[config.mk]
export PLATFORM = sky130hd
export DESIGN_NAME = chirq
export DESIGN_NICKNAME = d
export VERILOG_FILES = /design/src/rtl/chirq_pkg.sv /design/src/rtl/chirq_prio16.sv /design/src/rtl/chirq.sv
export SDC_FILE = /design/constraint.sdc
export NUM_CORES = 1
export LEC_CHECK = 0
export ABC_AREA = 0
export BUFFER_PORTS_ARGS = -buffer_cell sky130_fd_sc_hd__buf_2
export CAP_MARGIN = 20
export CORE_ASPECT_RATIO = 0.75
export CORE_MARGIN = 2
export CORE_UTILIZATION = 56
export CTS_BUF_LIST = sky130_fd_sc_hd__clkbuf_16
export DETAILED_ROUTE_END_ITERATION = 16
export PLACE_DENSITY_LB_ADDON = 0.25
export SETUP_SLACK_MARGIN = 0.15
export SYNTH_ARGS = -nofsm -noshare
export SYNTH_HDL_FRONTEND = slang
export SYNTH_SLANG_ARGS = --single-unit
export TNS_END_PERCENT = 1
[constraint.sdc]
create_clock -name __clk -period 3.2 [get_ports __clk]
set_input_delay 0.48 -clock __clk [delete_from_list [all_inputs] [get_ports __clk]]
set_output_delay 0.48 -clock __clk [all_outputs]
set_load 0.005 [all_outputs]
[src/rtl/chirq_pkg.sv]
// rtl/chirq_pkg.sv - shared types and constants for the channel interrupt reporter
package chirq_pkg;

    // Width of a channel number on the bus (16 channels)
    localparam int CHAN_W = 4;

    // Transfer sequencer states
    typedef enum logic [2:0] {
        IDLE,
        SETUP,
        REQ,
        RELEASE,
        BACKOFF
    } state_e;

endpackage

[src/rtl/chirq_prio16.sv]
// rtl/chirq_prio16.sv - lowest-index-first priority encoder over 16 pending bits
module chirq_prio16
    import chirq_pkg::*;
(
    input  logic [0:15]       vec_i,
    output logic [CHAN_W-1:0] idx_o,
    output logic              valid_o
);

    // Scan from the top down so the lowest set index is the last one written
    always_comb begin
        idx_o   = '0;
        valid_o = 1'b0;
        for (int i = 15; i >= 0; i--) begin
            if (vec_i[i]) begin
                idx_o   = CHAN_W'(i);
                valid_o = 1'b1;
            end
        end
    end

endmodule

[src/rtl/chirq.sv]
// rtl/chirq.sv - collects channel interrupt requests and delivers them to P-P as bus IN transfers
module chirq
    import chirq_pkg::*;
#(
    parameter int SETUP_TICKS   = 2,
    parameter int TIMEOUT_TICKS = 64,
    parameter int BACKOFF_TICKS = 8,
    parameter int MAX_RETRY     = 3
) (
    input  logic              __clk,
    input  logic              clm,
    input  logic [0:15]       req,
    input  logic              dok_,
    output logic              rin_,
    output logic [11:15]      rdt_,
    output logic              rdt0_,
    output logic [0:15]       pend,
    output logic              busy,
    output logic              err,
    output logic [CHAN_W-1:0] err_chan
);

    localparam int MAX_ST = (SETUP_TICKS > BACKOFF_TICKS) ? SETUP_TICKS : BACKOFF_TICKS;
    localparam int MAX_T  = (TIMEOUT_TICKS > MAX_ST) ? TIMEOUT_TICKS : MAX_ST;
    localparam int TW     = $clog2(MAX_T + 1);
    localparam int RW     = $clog2(MAX_RETRY + 1);

    // Terminal counts: each phase lasts exactly its tick count in cycles
    localparam logic [TW-1:0] SETUP_LAST   = TW'(SETUP_TICKS - 1);
    localparam logic [TW-1:0] TIMEOUT_LAST = TW'(TIMEOUT_TICKS - 1);
    localparam logic [TW-1:0] BACKOFF_LAST = TW'(BACKOFF_TICKS - 1);
    localparam logic [RW-1:0] RETRY_MAX    = RW'(MAX_RETRY);

    state_e              state_q, state_d;
    logic [CHAN_W-1:0]   cur_q, cur_d;
    logic [TW-1:0]       tick_q, tick_d;
    logic [RW-1:0]       retry_q, retry_d;
    logic [0:15]         pend_q, pend_d;
    logic                err_q, err_d;
    logic [CHAN_W-1:0]   err_chan_q, err_chan_d;

    logic                clr_en;
    logic [0:15]         clr_mask;
    logic [RW-1:0]       retry_inc;
    logic [CHAN_W-1:0]   prio_idx;
    logic                prio_valid;
    logic                drive;

    chirq_prio16 u_prio (
        .vec_i   (pend_q),
        .idx_o   (prio_idx),
        .valid_o (prio_valid)
    );

    // Saturating increment of the timeout count
    assign retry_inc = (retry_q == RETRY_MAX) ? retry_q : retry_q + RW'(1);

    // Sequencer next state: arbitration, setup, request window, release, backoff
    always_comb begin
        state_d    = state_q;
        cur_d      = cur_q;
        tick_d     = tick_q;
        retry_d    = retry_q;
        err_d      = 1'b0;
        err_chan_d = err_chan_q;
        clr_en     = 1'b0;
        case (state_q)
            IDLE: begin
                if (prio_valid) begin
                    cur_d   = prio_idx;
                    tick_d  = '0;
                    state_d = SETUP;
                end
            end
            SETUP: begin
                if (tick_q == SETUP_LAST) begin
                    tick_d  = '0;
                    state_d = REQ;
                end else begin
                    tick_d = tick_q + TW'(1);
                end
            end
            REQ: begin
                // Acceptance is checked first so it beats a coincident timeout
                if (!dok_) begin
                    clr_en  = 1'b1;
                    retry_d = '0;
                    state_d = RELEASE;
                end else if (tick_q == TIMEOUT_LAST) begin
                    tick_d = '0;
                    if (retry_inc == RETRY_MAX) begin
                        clr_en     = 1'b1;
                        err_d      = 1'b1;
                        err_chan_d = cur_q;
                        retry_d    = '0;
                        state_d    = IDLE;
                    end else begin
                        retry_d = retry_inc;
                        state_d = BACKOFF;
                    end
                end else begin
                    tick_d = tick_q + TW'(1);
                end
            end
            RELEASE: begin
                if (dok_) begin
                    state_d = IDLE;
                end
            end
            BACKOFF: begin
                // cur is kept; the same channel is retried without re-arbitrating
                if (tick_q == BACKOFF_LAST) begin
                    tick_d  = '0;
                    state_d = SETUP;
                end else begin
                    tick_d = tick_q + TW'(1);
                end
            end
            default: state_d = IDLE;
        endcase
    end

    // Pending update: clear the finished channel, new requests override the clear
    always_comb begin
        clr_mask = '0;
        for (int i = 0; i < 16; i++) begin
            clr_mask[i] = clr_en && (cur_q == CHAN_W'(i));
        end
        pend_d = (pend_q & ~clr_mask) | req;
    end

    // State registers with synchronous master clear
    always_ff @(posedge __clk) begin
        if (clm) begin
            state_q    <= IDLE;
            cur_q      <= '0;
            tick_q     <= '0;
            retry_q    <= '0;
            pend_q     <= '0;
            err_q      <= 1'b0;
            err_chan_q <= '0;
        end else begin
            state_q    <= state_d;
            cur_q      <= cur_d;
            tick_q     <= tick_d;
            retry_q    <= retry_d;
            pend_q     <= pend_d;
            err_q      <= err_d;
            err_chan_q <= err_chan_d;
        end
    end

    // Bus drive follows the registered state; BACKOFF and IDLE float all lines high
    always_comb begin
        drive          = (state_q == SETUP) || (state_q == REQ) || (state_q == RELEASE);
        rin_           = (state_q != REQ);
        rdt_[11:14]    = drive ? ~cur_q : 4'hF;
        rdt_[15]       = ~drive;
        rdt0_          = 1'b1;
        busy           = (state_q != IDLE);
        pend           = pend_q;
        err            = err_q;
        err_chan       = err_chan_q;
    end

endmodule
After elaboration in Yosys (flattened, before gate mapping). Index checks and enable logic that the tools add are counted.

Logic and storage cells: 131. Register bits after elaboration: 37. Input bits: 19. Output and inout port bits: 29.

Mux-type cells: 55. Bitwise gates (word level): 7. Add/sub/neg operators: 2. Reductions and logical operators: 28. Equal/unequal tests: 32.

Operators by type and width (count): two-way mux 4 bit (17); two-way mux 7 bit (5); == test 4 bit, second input constant (8); one-hot mux 7 bit (4 select lines) (1); two-way mux 3 bit (7); two-way mux 1 bit (20); AND 16 bit (1); == test 4 x 3 -> 1 bit, second input constant (4); logical AND 1 bit (16); NOT 16 bit (1); bitwise OR 16 bit (1); one-hot mux 3 bit (5 select lines) (1); inequality test 2 bit, second input constant (5); == test 4 x 2 -> 1 bit, second input constant (2); two-way mux 2 bit (4); adder 7 x 1 -> 7 bit, second input constant (1); == test 7 x 1 -> 1 bit, second input constant (1); == test 7 x 3 -> 1 bit, second input constant (1); == test 7 x 6 -> 1 bit, second input constant (1); == test 3 x 2 -> 1 bit, second input constant (2); AND reduction 5 bit (1); == test 2 bit, second input constant (2); == test 4 x 1 -> 1 bit, second input constant (1); logical NOT 4 bit (1); other kinds (16) (20).

Depth between registers and ports, before layout. Gate-level depths: netlist (run 1).

Word-level depth: 18. Gate-level depth with buffers: 7. Mapped depth without buffers: 7.

Cells and area by module. From an unflattened synthesis (run 1), not the netlist that was laid out.

Cell total of the unflattened synthesis: 243. Area total of the unflattened synthesis: 1896.8 µm².

Modules (own cells, without submodules): chirq (area each 1717.9 µm², cells an instance 210, seq. area each 740.7 µm², times used 1); chirq_prio16 (area each 178.9 µm², cells an instance 33, seq. area each 0.0 µm², times used 1).

Worst setup path after synthesis (run 1). No wires, ideal clock.

Kind: reg-to-reg. Start: reg tick_q[4]. End: reg tick_q[4]. Buffers on the path: 0. Path slack: 1418 ps. Stages on the path, launching flop included: 6. Library setup time: 117 ps. Arrival time: 1666 ps. Period minus slack after synthesis: 1782 ps. Cell sequence: dfxtp_1 > or4_4 > o211ai_4 > a31oi_4 > a22o_1 > a22o_1.

Word-level cells in the longest chain between the ends: 4.

Ends and longest elaborated chain: start, declared (RTL line chirq.sv:36) `logic [TW-1:0] tick_q, tick_d;`; start signal, assigned (RTL line chirq.sv:145) `tick_q <= tick_d;`; adder 7 x 1 -> 7 bit / == test 7 x 6 -> 1 bit (equally long branches); two-way mux 7 bit (RTL line chirq.sv:89) `end else if (tick_q == TIMEOUT_LAST) begin`; two-way mux 7 bit (RTL line chirq.sv:85) `if (!dok_) begin`; one-hot mux 7 bit (4 select lines) * (RTL line chirq.sv:67) `case (state_q)`.

Every way passes the cells marked *; elsewhere a longest branch is shown, timed or not. The select of a mux whose other input is x is not followed. A chain may end at the register's enable or synchronous reset.

Worst setup path after layout (run 1).
Start: reg tick_q[0]. End: reg pend_q, in the netlist pend[13].

Word-level cells in the longest chain between the ends: 8.

Ends and longest elaborated chain: == test 7 x 6 -> 1 bit (RTL line chirq.sv:89); two-way mux 1 bit (RTL line chirq.sv:89); two-way mux 1 bit (RTL line chirq.sv:85); two-way mux 1 bit (RTL line chirq.sv:67); logical AND 1 bit (RTL line chirq.sv:127) `clr_mask[i] = clr_en && (cur_q == CHAN_W'(i));`; NOT 16 bit (RTL line chirq.sv:129) `pend_d = (pend_q & ~clr_mask) | req;`; AND 16 bit (RTL line chirq.sv:129); bitwise OR 16 bit (RTL line chirq.sv:129); end signal, assigned (RTL line chirq.sv:147) `pend_q <= pend_d;`; end, declared (RTL line chirq.sv:38) `logic [0:15] pend_q, pend_d;`.

No other way between the ends.

==> impl_metrics.xml, run 1 <==
<?xml version="1.0" encoding="UTF-8"?>
<metrics>
  <group name="global_route">
    <metric name="globalRouteMet1Util" unit="%">36.1</metric>
    <metric name="grt.overflow.total" unit="">0</metric>
    <metric name="grt_busiest_layer" unit="">met1</metric>
    <metric name="grt_start_max_net_pins" unit="">35</metric>
    <metric name="wire_length_of_the_first_global_routing_pass" unit="µm">7250</metric>
    <metric name="via_count_of_the_first_global_routing_pass" unit="">1510</metric>
    <metric name="met2_track_demand_over_resource_in_global_routing" unit="%">33.8</metric>
    <metric name="grt_met3_usage" unit="%">10.5</metric>
    <metric name="groute.usage.overall" unit="%">25.2</metric>
    <metric name="antenna_found_initial" unit="">0</metric>
  </group>
  <group name="synth">
    <metric name="synth_seq_area_share" unit="%">38.9</metric>
    <metric name="async_reset_ff_share" unit="%">0</metric>
    <metric name="combinational_family_with_the_most_area_after_synthesis" unit="">simple AND/OR/NAND/NOR gates</metric>
    <metric name="synth_edf_count" unit="">0</metric>
    <metric name="post_synth_fa_ha_maj_area_fraction" unit="%">1.32</metric>
    <metric name="post_synth_xor_area_fraction" unit="%">0</metric>
    <metric name="synth-compound-area-share" unit="%">25.0</metric>
    <metric name="synth.largest_area_cell" unit="">dfxtp_1</metric>
    <metric name="postSynthNetCount" unit="">257</metric>
    <metric name="synthCells" unit="">236</metric>
    <metric name="syn-cell-area" unit="µm²">1900</metric>
    <metric name="post_synth.cell_area_avg" unit="µm²">8.06</metric>
    <metric name="synth.lib_cells_used.distinct" unit="">50</metric>
    <metric name="ys_seq_elements" unit="">37</metric>
    <metric name="post_synth_main_area_contributors" unit="">dfxtp_1, nor2_1, a21oi_1</metric>
    <metric name="muxShareOfSynthArea" unit="%">2.63</metric>
    <metric name="synth_top_cell_area_share" unit="%">38.9</metric>
    <metric name="yosys_most_used_dff" unit="">dfxtp_1</metric>
    <metric name="synth_simple_gate_area_share" unit="%">25.3</metric>
    <metric name="yosysWarnings" unit="">0</metric>
  </group>
  <group name="worst_setup_path">
    <metric name="worst_setup_path_start_kind" unit="">flip-flop</metric>
    <metric name="worst-endpoint-arrival" unit="ps">2400</metric>
    <metric name="crit_path_max_fanout" unit="">8</metric>
    <metric name="worstPathRequired" unit="ps">3340</metric>
    <metric name="worstSetupEndpointType" unit="">flip-flop</metric>
    <metric name="worst_path_largest_cell_delay" unit="ps">630</metric>
    <metric name="worstSetupPathType" unit="">reg2reg</metric>
    <metric name="crit_slowest_cell" unit="">o31ai_1</metric>
    <metric name="cp_num_buf_inv" unit="">0</metric>
    <metric name="timing.critical_path.cells" unit="">ha_1, nand3_1, o31ai_1, nand4_1, o21ai_0, a21oi_1</metric>
    <metric name="cp_top_family" unit="">compound AO/OA/AOI/OAI gates</metric>
  </group>
  <group name="cts">
    <metric name="cts.repair.resized" unit="">0</metric>
    <metric name="cts_num_sinks" unit="">37</metric>
    <metric name="worst_skew_pair.late_latency" unit="ps">280</metric>
    <metric name="clkSlewWorstSetupHoldPaths" unit="ps">50</metric>
    <metric name="cts.htree.levels" unit="">2</metric>
    <metric name="hold_bufs_inserted_after_cts" unit="">0</metric>
    <metric name="cts_tree" unit="">yes</metric>
    <metric name="cts.path.max_buffers" unit="">2</metric>
    <metric name="postCtsSetupRepairBufs" unit="">0</metric>
    <metric name="clock_tree.root_cell" unit="">clkbuf_16</metric>
    <metric name="numCtsBuffers" unit="">5</metric>
  </group>
  <group name="floorplan">
    <metric name="die-height" unit="µm">54.5</metric>
    <metric name="design.portCount" unit="">48</metric>
    <metric name="die_w" unit="µm">71.3</metric>
    <metric name="floorplan.core_area" unit="µm²">3270</metric>
    <metric name="design.die.area" unit="µm²">3880</metric>
    <metric name="start_util" unit="%">58.2</metric>
    <metric name="fp-row-count" unit="">18</metric>
  </group>
  <group name="route">
    <metric name="route.detailed.drc" unit="">0</metric>
    <metric name="detail_route.vias_per_cell" unit="">5.83</metric>
    <metric name="drtAntennaViolNets" unit="">0</metric>
    <metric name="drt_first_pass_iters" unit="">4</metric>
    <metric name="final_wl" unit="µm">4740</metric>
    <metric name="routed_wire_length_per_instance" unit="µm">14.8</metric>
    <metric name="route.vias.total" unit="">1870</metric>
    <metric name="drt-initial-drc-count" unit="">200</metric>
  </group>
  <group name="cells_and_area">
    <metric name="n_fill_cell" unit="">274</metric>
    <metric name="design.final.nets" unit="">301</metric>
    <metric name="leading_cell_type_in_the_layout_fill_and_taps_excluded" unit="">buf_2</metric>
    <metric name="num_antenna_cells" unit="">0</metric>
    <metric name="layout.core_utilization" unit="%">69.8</metric>
    <metric name="drive_gt1_share" unit="%">24.6</metric>
    <metric name="most_frequent_cells_in_the_layout" unit="">buf_2, dfxtp_1, nor2_1</metric>
    <metric name="syn_to_final_growth" unit="%">19.9</metric>
  </group>
  <group name="timing">
    <metric name="timing.setup.tns" unit="ps">0</metric>
    <metric name="finalSetupViolations" unit="">0</metric>
    <metric name="period_share" unit="%">70.7</metric>
    <metric name="rsz_0062_raised_after_global_routing" unit="">false</metric>
    <metric name="hold_violations" unit="">0</metric>
    <metric name="slew_viol_final" unit="">0</metric>
    <metric name="maxSlewHeadroom" unit="%">53.6</metric>
    <metric name="post-route-worst-setup-slack" unit="ps">938</metric>
    <metric name="tightest_slew" unit="ps">690</metric>
    <metric name="fmax" unit="GHz">0.442</metric>
    <metric name="timing.hold.ws" unit="ps">423</metric>
    <metric name="fin_crit" unit="ps">2260</metric>
    <metric name="finalClockSkew" unit="ps">2.86</metric>
  </group>
  <group name="power">
    <metric name="power_leakage" unit="nW">0.993</metric>
    <metric name="vdd_ir_max" unit="mV">0.505</metric>
    <metric name="post-layout-total-power" unit="mW">1.23</metric>
    <metric name="power.density_cell_area" unit="nW/µm²">538</metric>
  </group>
  <group name="placed_design">
    <metric name="globalplace.congestion" unit="">0.858</metric>
    <metric name="dp_hpwl" unit="µm">3330</metric>
    <metric name="port_buffer_count" unit="">46</metric>
    <metric name="preCtsSetupSlack" unit="ps">1060</metric>
  </group>
  <group name="flow_run">
    <metric name="drv_cap" unit="">0</metric>
  </group>
  <group name="outcome">
    <metric name="run_status" unit="">finished clean</metric>
  </group>
  <group name="min_path">
    <metric name="worst_hold_path_type" unit="">in2reg</metric>
  </group>
</metrics>
-- logic make-up after synthesis --
| family | count (synthesis) |
|---|---|
| and+or+nand+nor | 93 |
| muxes | 5 |
| DFF | 37 |
| adders and majority gates | 2 |
| AOI/OAI and AO/OA | 66 |
| other | 1 |
| buffers and inverters | 32 |
-- layout make-up --
cell class / count / area, µm² / area share, %
multi-input cells: 167 / 1030 / 45.4
flip-flops and latches: 37 / 741 / 32.5
repair buffers: 46 / 230 / 10.1
clock buffers: 5 / 125 / 5.49
inverters: 23 / 86.3 / 3.78
well taps: 40 / 50.0 / 2.19
clock inverters: 3 / 13.8 / 0.603
-- power by group --
| group | total, mW | internal (mW) | switching [mW] |
|---|---|---|---|
| Clock | 0.467 | 0.282 | 0.185 |
| Combinational | 0.220 | 0.0965 | 0.124 |
| Sequential | 0.540 | 0.491 | 0.0494 |
| Total | 1.23 | 0.869 | 0.358 |
-- worst paths after layout --
kind / from / end / slack, ps / cells past startpoint
hold / removal: req[7] / pend[7] / 420 / 3
setup reg to reg: tick_q[0] / pend[13] / 940 / 6
setup / recovery: tick_q[0] / pend[13] / 940 / 6
hold reg to reg: err_chan[0] / err_chan[0] / 500 / 2
-- cell usage after synthesis, drive strengths merged, types with 2 or more instances --
cell / instances
a22o: 4
clkbuf: 5
nand4: 3
a32o: 2
nand2b: 7
ha: 2
nor4: 10
a21oi: 22
o211ai: 4
nand2: 11
nor3: 9
mux2i: 5
and2: 2
nand3: 7
or2: 2
o21ai: 16
inv: 23
nor2: 32
dfxtp: 37
buf: 4
nor2b: 2
nand4b: 2
and3: 2
a31oi: 3
o31ai: 3
-- registers in the layout, summed over array words and instances (netlist names) --
| signal | flops |
|---|---|
| cur_q | 4 |
| err | 1 |
| err_chan | 4 |
| pend | 16 |
| retry_q | 2 |
| state_q | 3 |
| tick_q | 7 |
-- through the flow --
| step | cell area [µm²] | instances |
|---|---|---|
| floorplan | 1900 | 236 |
| global placement | 2140 | 313 |
| detailed placement | 2140 | 313 |
| CTS | 2280 | 321 |
| global route | 2280 | 321 |
| finish | 2280 | 321 |
-- layer usage --
metal / wire [µm] / share of wire (%)
met3: 426 / 9.0
met2: 1930 / 41
met5: 0 / 0
met1: 2310 / 49
met4: 72 / 1.5
-- worst min-delay path: cells and delay by family --
kind            cells  cell delay [ps]
buf+inv             2              130
compound gates      1               50
(Power assumes the default switching activity.)
==> run 2: changes to the inputs <==
--- a/config.mk
+++ b/config.mk
@@ -10,7 +10,7 @@
 export CAP_MARGIN = 20
 export CORE_ASPECT_RATIO = 0.75
 export CORE_MARGIN = 2
-export CORE_UTILIZATION = 56
+export CORE_UTILIZATION = 47
 export CTS_BUF_LIST = sky130_fd_sc_hd__clkbuf_16
 export DETAILED_ROUTE_END_ITERATION = 16
 export PLACE_DENSITY_LB_ADDON = 0.25
==> constraint.sdc (replaced) <==
create_clock -name __clk -period 1.9 [get_ports __clk]
set_input_delay 0.285 -clock __clk [delete_from_list [all_inputs] [get_ports __clk]]
set_output_delay 0.285 -clock __clk [all_outputs]
set_load 0.005 [all_outputs]
==> impl_metrics.xml, run 2 (synthesis results as in run 1) <==
<?xml version="1.0" encoding="UTF-8"?>
<metrics>
  <group name="min_path">
    <metric name="min_to" unit="">pend[2]</metric>
    <metric name="worst_hold_path_type" unit="">in2reg</metric>
    <metric name="whs_path_depth" unit="">3</metric>
    <metric name="hold_path.startpoint" unit="">req[2]</metric>
  </group>
  <group name="floorplan">
    <metric name="design.portCount" unit="">48</metric>
    <metric name="die-height" unit="µm">59.1</metric>
    <metric name="die_w" unit="µm">77.5</metric>
    <metric name="start_util" unit="%">50.3</metric>
    <metric name="fp-row-count" unit="">19</metric>
    <metric name="floorplan.core_area" unit="µm²">3780</metric>
    <metric name="design.die.area" unit="µm²">4580</metric>
  </group>
  <group name="cts">
    <metric name="cts.path.max_buffers" unit="">2</metric>
    <metric name="cts_tree" unit="">yes</metric>
    <metric name="worst_skew_pair.late_latency" unit="ps">280</metric>
    <metric name="cts.htree.levels" unit="">2</metric>
    <metric name="numCtsBuffers" unit="">5</metric>
    <metric name="cts_num_sinks" unit="">37</metric>
    <metric name="hold_bufs_inserted_after_cts" unit="">0</metric>
    <metric name="clock_tree.root_cell" unit="">clkbuf_16</metric>
    <metric name="clkSlewWorstSetupHoldPaths" unit="ps">60</metric>
  </group>
  <group name="power">
    <metric name="power.density_cell_area" unit="nW/µm²">832</metric>
    <metric name="power_leakage" unit="nW">1.12</metric>
    <metric name="vdd_ir_max" unit="mV">0.521</metric>
  </group>
  <group name="global_route">
    <metric name="via_count_of_the_first_global_routing_pass" unit="">1692</metric>
    <metric name="grt_start_max_net_pins" unit="">15</metric>
    <metric name="wire_length_of_the_first_global_routing_pass" unit="µm">8090</metric>
    <metric name="grt_busiest_layer" unit="">met1</metric>
    <metric name="grt_met3_usage" unit="%">4.57</metric>
    <metric name="globalRouteMet1Util" unit="%">33.7</metric>
    <metric name="groute.usage.overall" unit="%">22.9</metric>
    <metric name="met2_track_demand_over_resource_in_global_routing" unit="%">32.4</metric>
    <metric name="grt.overflow.total" unit="">0</metric>
    <metric name="antenna_found_initial" unit="">0</metric>
  </group>
  <group name="worst_setup_path">
    <metric name="critical_path.reg2reg.endpoint" unit="">tick_q[1]</metric>
    <metric name="worstPathRequired" unit="ps">2070</metric>
    <metric name="ff2ff_setup_slack" unit="ps">110</metric>
    <metric name="worstSetupPathType" unit="">reg2reg</metric>
    <metric name="worst-endpoint-arrival" unit="ps">1960</metric>
    <metric name="worst_setup_path_start_kind" unit="">flip-flop</metric>
    <metric name="rr_worst_depth" unit="">6</metric>
    <metric name="worstReg2RegStart" unit="">tick_q[4]</metric>
    <metric name="crit_path_max_fanout" unit="">4</metric>
    <metric name="worstSetupEndpointType" unit="">flip-flop</metric>
  </group>
  <group name="placed_design">
    <metric name="placed_cells" unit="">346</metric>
    <metric name="dpl-instance-area" unit="µm²">2310</metric>
    <metric name="port_buffer_count" unit="">46</metric>
    <metric name="globalplace.congestion" unit="">0.892</metric>
    <metric name="dp_hpwl" unit="µm">3710</metric>
  </group>
  <group name="flow_run">
    <metric name="drv_cap" unit="">0</metric>
  </group>
  <group name="route">
    <metric name="drt-initial-drc-count" unit="">145</metric>
    <metric name="route.detailed.drc" unit="">0</metric>
    <metric name="final_wl" unit="µm">5220</metric>
    <metric name="drt_first_pass_iters" unit="">4</metric>
    <metric name="detail_route.vias_per_cell" unit="">5.52</metric>
    <metric name="drtAntennaViolNets" unit="">0</metric>
    <metric name="routed_wire_length_per_instance" unit="µm">14.6</metric>
    <metric name="route.vias.total" unit="">1981</metric>
  </group>
  <group name="timing">
    <metric name="slew_viol_final" unit="">0</metric>
    <metric name="rsz_0062_raised_after_global_routing" unit="">true</metric>
    <metric name="finalClockSkew" unit="ps">5.65</metric>
    <metric name="hold_violations" unit="">0</metric>
    <metric name="timing.setup.tns" unit="ps">0</metric>
    <metric name="timing.hold.ws" unit="ps">229</metric>
    <metric name="period_share" unit="%">94.2</metric>
    <metric name="finalSetupViolations" unit="">0</metric>
    <metric name="fin_crit" unit="ps">1790</metric>
    <metric name="fmax" unit="GHz">0.559</metric>
  </group>
  <group name="cells_and_area">
    <metric name="most_frequent_cells_in_the_layout" unit="">buf_2, dfxtp_1, nor2_1</metric>
    <metric name="leading_cell_type_in_the_layout_fill_and_taps_excluded" unit="">buf_2</metric>
    <metric name="largest_register_ffs" unit="">16</metric>
    <metric name="num_antenna_cells" unit="">0</metric>
    <metric name="final_cells" unit="">359</metric>
    <metric name="layout.core_utilization" unit="%">67.9</metric>
    <metric name="syn_to_final_growth" unit="%">34.9</metric>
    <metric name="final_design_area_no_fill" unit="µm²">2570</metric>
    <metric name="drive_gt1_share" unit="%">33.9</metric>
    <metric name="design.final.nets" unit="">328</metric>
  </group>
  <group name="outcome">
    <metric name="run_status" unit="">finished clean</metric>
  </group>
</metrics>
==> run 2: cell types whose count changed in the layout (fill, tap and decap cells not counted), moves of 2 or more <==
cell / before / now
buf_4: 0 / 27
nor4_1: 10 / 4
nor4_2: 0 / 6
o21ai_0: 16 / 11
o21ai_1: 0 / 5
clkinv_2: 2 / 0
==> run 2: final cells by class <==
type / instances / area [µm²]
timing repair buffer: 73 / 433
sequential: 37 / 742
tap: 52 / 65.1
multi-input combinational: 167 / 1110
clock inverter: 2 / 7.51
clock buffer: 5 / 125
inverter: 23 / 86.3
fill: 294 / 1210
==> run 2: report_power, final <==
group	internal, mW	switching, mW	leakage (nW)	total [mW]
Combinational	0.213	0.244	0.747	0.457
Clock	0.469	0.304	0.0685	0.773
Sequential	0.827	0.0789	0.305	0.905
==> run 2: per-layer routing <==
layer,vias to the layer above,routed length [µm]
li1,983,-
met1,901,2520
met2,89,2210
met3,8,430
met4,0,72
met5,-,0
==> run 2: worst max-delay path by stage <==
stage               from   endpoint  slack [ps]  depth (start not counted)
3_5_place_dp   tick_q[6]  tick_q[4]          30                          5
5_1_grt        tick_q[0]   pend[12]          30                          7
2_1_floorplan  tick_q[4]  tick_q[4]         120                          5
6_report       tick_q[4]  tick_q[1]         110                          6
3_3_place_gp   tick_q[6]  tick_q[4]          70                          5
4_1_cts        tick_q[4]  tick_q[4]          90                          5
==> run 2: worst max-delay path, stage by stage, from the launching register on <==
cell and delay, ps:
dfxtp_1 310, or4_4 580, o211ai_4 240, buf_4 160, and3_2 180, a2bb2oi_1 150
nor2_1 60
==> run 2: metrics by stage <==
stage | total power [mW] | setup slack, ps
finish | 2.13 | 110
CTS | 2.12 | 93.5
global placement | 1.33 | 67.0
detailed placement | 1.34 | 34.4
global route | 2.23 | 28.6
floorplan | 1.16 | 118
==> run 2: what timing repair did <==
item	4_1_cts	5_1_grt
endpoints found under the setup margin	27	39
resized for setup	2	16
pin swaps	5	6
buffers inserted	3	3
